### src/rtl/rect_fill.sv
// Rectangle rasteriser: walks a clamped rectangle one pixel per clock, either
// filled in raster order or as an outline, and pulses done when finished.
module rect_fill #(
  parameter int X_W     = 9,
  parameter int Y_W     = 8,
  parameter int COLOR_W = 3,
  parameter int H_RES   = 320,
  parameter int V_RES   = 240
) (
  input  logic               clock,
  input  logic               resetn,
  input  logic               start,
  input  logic               abort,
  input  logic               mode,
  input  logic [X_W-1:0]     x0,
  input  logic [X_W-1:0]     x1,
  input  logic [Y_W-1:0]     y0,
  input  logic [Y_W-1:0]     y1,
  input  logic [COLOR_W-1:0] color_in,
  output logic [X_W-1:0]     x,
  output logic [Y_W-1:0]     y,
  output logic [COLOR_W-1:0] color,
  output logic               plot,
  output logic               busy,
  output logic               done
);

  typedef enum logic [1:0] {IDLE, DRAW, DONE} state_t;

  localparam logic [X_W-1:0] X_MAX = X_W'(H_RES - 1);
  localparam logic [Y_W-1:0] Y_MAX = Y_W'(V_RES - 1);

  state_t state, state_next;

  logic [X_W-1:0] x_start, x_end;
  logic [Y_W-1:0] y_start, y_end;
  logic           outline;

  logic [X_W-1:0] x1_clamp;
  logic [Y_W-1:0] y1_clamp;
  logic           empty;

  logic           row_end, edge_row, last_pix;
  logic [X_W-1:0] x_next;
  logic [Y_W-1:0] y_next;

  // Bounds are clamped before latching so traversal never leaves the screen.
  assign x1_clamp = (x1 > X_MAX) ? X_MAX : x1;
  assign y1_clamp = (y1 > Y_MAX) ? Y_MAX : y1;
  assign empty    = (x0 > x1_clamp) || (y0 > y1_clamp) || (x0 > X_MAX) || (y0 > Y_MAX);

  // Interior outline rows visit only x_start then x_end; x_start==x_end ends the row at once.
  always_comb begin
    row_end  = (x == x_end);
    edge_row = (y == y_start) || (y == y_end);
    last_pix = row_end && (y == y_end);
    x_next   = x + 1'b1;
    y_next   = y;
    if (row_end) begin
      x_next = x_start;
      y_next = y + 1'b1;
    end else if (outline && !edge_row) begin
      x_next = x_end;
    end
  end

  always_ff @(posedge clock or negedge resetn) begin
    if (!resetn) begin
      state <= IDLE;
    end else begin
      state <= state_next;
    end
  end

  always_comb begin
    state_next = state;
    case (state)
      IDLE: begin
        if (start) begin
          state_next = empty ? DONE : DRAW;
        end
      end
      DRAW: begin
        if (abort) begin
          state_next = IDLE;
        end else if (last_pix) begin
          state_next = DONE;
        end
      end
      DONE:    state_next = IDLE;
      default: state_next = IDLE;
    endcase
  end

  always_comb begin
    plot = (state == DRAW);
    busy = (state != IDLE);
    done = (state == DONE);
  end

  always_ff @(posedge clock or negedge resetn) begin
    if (!resetn) begin
      x       <= '0;
      y       <= '0;
      color   <= '0;
      x_start <= '0;
      x_end   <= '0;
      y_start <= '0;
      y_end   <= '0;
      outline <= 1'b0;
    end else begin
      if (state == IDLE && start) begin
        x_start <= x0;
        x_end   <= x1_clamp;
        y_start <= y0;
        y_end   <= y1_clamp;
        outline <= mode;
        // An empty rectangle leaves the pixel outputs at their previous values.
        if (!empty) begin
          x     <= x0;
          y     <= y0;
          color <= color_in;
        end
      end else if (state == DRAW && !abort && !last_pix) begin
        x <= x_next;
        y <= y_next;
      end
    end
  end

endmodule

### config.mk
export PLATFORM = sky130hd
export DESIGN_NAME = rect_fill
export DESIGN_NICKNAME = d
export VERILOG_FILES = /design/src/rtl/rect_fill.sv
export SDC_FILE = /design/constraint.sdc
export NUM_CORES = 1
export LEC_CHECK = 0
export ABC_CLOCK_PERIOD_IN_PS = 5700
export CELL_PAD_IN_SITES_DETAIL_PLACEMENT = 1
export CELL_PAD_IN_SITES_GLOBAL_PLACEMENT = 2
export CORE_ASPECT_RATIO = 0.8
export CORE_MARGIN = 2
export CORE_UTILIZATION = 35
export DETAILED_ROUTE_END_ITERATION = 7
export PLACE_DENSITY = 0.88
export SYNTH_ARGS = -nofsm -noshare
export SYNTH_HDL_FRONTEND = slang
export SYNTH_SLANG_ARGS = --single-unit
### constraint.sdc
create_clock -name clock -period 5.7 [get_ports clock]
set_clock_uncertainty 0.1 [all_clocks]
set_input_delay 1.14 -clock clock [delete_from_list [all_inputs] [get_ports clock]]
set_output_delay 1.14 -clock clock [all_outputs]
set_load 0.02 [all_outputs]
==> metrics <==
outcome complete, no violations; TritonCTS clock tree yes; Clock Sinks 57; Max Cap Violations 0; register area share after synthesis 40.73%; Root Buffer clkbuf_16; DP Wirelength roughly 7.7 mm; hold buffers post-CTS 0; Tcrit/Tclk final ~73%; CTS Buf Count 9; P_leak 1.993 nW; critical path required time a little under 6000 ps; Die W 115.8 µm; Setup WS post-layout between 1500 and 2000 ps; num rows 32; most frequent cells in the layout 73 x nand2_1, 63 x clkdlybuf4s50_1, 57 x dfrtp_1; xor/xnor share of the synthesized area under 10%; Placer Congestion about 0.79; Yosys top cell by area dfrtp_1; yosys warns 0; Min Hold Slack 370.7 ps; Die H roughly 93 µm; crit path max fanout 20; Routed WL approximately 10 mm; drt initial violations approximately 120; Synth Area in Compound Gates between 10% and 20%; clk slew on worst S/H paths roughly 50 ps; Reg-to-Reg Start x[6]$_DFFE_PN0P_; cells after synthesis approximately 380; number of global-route vias before repair between 3000 and 4000; # diodes 0; Max Slew Vio Count 0; layout cell share with drive strength beyond 1 around 9.0%; WP data arrival ~4300 ps; DIE AREA around 11000 µm²; Synth Area in Adders under 10%; setup_tns 0 ps; crit end category register; unrepaired setup endpoints after global routing false; Synth cell types 53; Crit Path Class in -> reg; ys flop type dfrtp_1; vias after detailed routing 3007; R2R depth 7; hold path startpoint x_start[4]$_DFFE_PN0P_; Post-CTS Setup Inserts 0; final core occ between 40 and 50%; Fin. Hold Viols 0; initial antenna violation count 0; routed len/inst approximately 18 µm; clk buf depth 2; number of remaining DRC errors 0; top cells by area, synth dfrtp_1 41%, nand2_1 7.8%, ha_1 6.8%; Pre-Repair DR Iteration Count 4; Setup crit start kind input pin; Syn Nets approximately 440; largest family of logic cells by synthesized area simple AND/OR/NAND/NOR gates; hold endpoint x_start[4]$_DFFE_PN0P_; Slew HR approximately half; Avg Cell Area, Syn slightly above 9 µm²; Core Area 9689 µm²; reg2reg setup slack approximately 3000 ps; Min-Delay Path Depth 2; GRT Overall Usage a little over a fifth; # nets final approximately 500; hold crit path type reg -> reg; asr flop ratio synth 100.0%; Max VDD drop approximately 0.23 mV; total global routing overflow 0; I/O pin count between 60 and 70; Via-to-Cell Ratio between 5 and 6; number of port buffers 64; largest net degree at the start of global routing 58; share of the synthesized area in the top cell type between 40% and 50%; sequential cell area 1426 µm²; first-pass GRT wire length 17.37 mm; final setup vio count 0; min cycle time layout 4141 ps; Yosys reg bits 57; worst slew pin tran approximately 760 ps; commonest non-fill, non-tap cell in the layout nand2_1; footprint of the multi-input gates around 2000 µm²; Initial Util a little over a third; Placement Setup Slack 1247 ps; power per cell area 459.6 nW/µm²; clock latency at the later pin of the worst-skew pair 330 ps; Synth Cell Area ~3500 µm²; post-CTS sizing 0; Post-synth EDFFs 0; Synth-to-Final Area Change 29.80%; Antenna Nets Post-Route 0; simple-gate share of the synthesized area 20.22%; H-tree Lvls 3; Reg2Reg Capture Point y[4]$_DFFE_PN0P_; multiplexer share of the synthesized area 5.180%; fmax 241.5 MHz; fillcell total 1122
-- metrics by stage --
| stage | instance area (µm²) | total power [mW] | std cells |
|---|---|---|---|
| 2_1_floorplan | 3502 | 1.226 | 378 |
| 3_3_place_gp | 4249 | 1.528 | 566 |
| 3_5_place_dp | 4249 | 1.561 | 566 |
| 4_1_cts | 4546 | 2.113 | 581 |
| 5_1_grt | 4546 | 2.232 | 581 |
| 6_report | 4546 | 2.089 | 581 |
-- logic make-up after synthesis --
logic type / after synthesis
AO/OA/AOI/OAI: 80
flip-flops: 57
multiplexers: 17
AND/OR/NAND/NOR: 146
adder cells (fa/ha/maj): 19
buffers and inverters: 26
XOR/XNOR: 33
-- cells in the mapped netlist (2+ instances only) --
library cell and number:
buf_2 2, and3_1 4, o21ai_1 5, nor3_1 4, buf_1 2, o21ai_0 18
nor4_2 2, o22ai_1 2, ha_1 19, o22a_1 9, dfrtp_1 57, nor2b_1 6
nand4_1 6, mux2_2 5, a2bb2oi_1 7, buf_6 3, o211ai_1 3, nand3b_1 2
nand2b_1 2, nand2_1 73, xnor2_1 15, xor2_1 18, a21oi_1 21, inv_1 10
mux2i_1 11, clkbuf_1 8, or2_2 3, nor2_1 26, o21a_1 4, nand3_1 8
-- worst max path at each step --
stage	endpoint	slack [ps]	from	cells after the start
after floorplan	y[6]$_DFFE_PN0P_	2200	y1[6]	13
after global placement	x[0]$_DFFE_PN0P_	1370	x1[8]	12
after detailed placement	x[0]$_DFFE_PN0P_	1250	x1[8]	12
after CTS	x[0]$_DFFE_PN0P_	1560	x1[8]	12
after global routing	x[0]$_DFFE_PN0P_	1360	x1[8]	12
final	x[0]$_DFFE_PN0P_	1560	x1[8]	12
-- cell type report --
class	instances	area share, %
inverter	10	0.8258
multi-input combinational	295	42.88
timing repair buffer	68	14.64
sequential	57	31.38
clock buffer	12	5.643
tap	136	3.743
clock inverter	3	0.8808
-- per-layer routing --
metal,vias to the layer above,share of wire (%),global-route usage (%)
met5,-,0,0
met4,0,1.1,5.258
met3,7,3.0,4.407
met2,40,46,32.36
met1,1512,49,30.04
li1,1448,-,-
-- registers in the layout (all words and copies together), names as in the netlist --
register and count:
outline 1, y_start 8, x_start 9, color 3
y 8, x_end 9, y_end 8, state 2
x 9
-- power breakdown --
part	leakage (nW)	total (mW)	internal, mW	switching (mW)
combinational	1.17	0.844	0.415	0.429
sequential	0.672	0.709	0.537	0.171
clock	0.148	0.537	0.358	0.179
total	1.99	2.09	1.31	0.779
-- worst max-delay path, stage by stage --
cell	delay (ps)
clkdlybuf4s50_1	450
inv_1	80
nor2_1	460
nor2_1	140
ha_1	320
and3_1	220
o21a_1	120
o311a_1	290
nand3b_1	180
or2_4	350
nand2_4	170
mux2_4	310
Power figures use the tool's default switching activity.
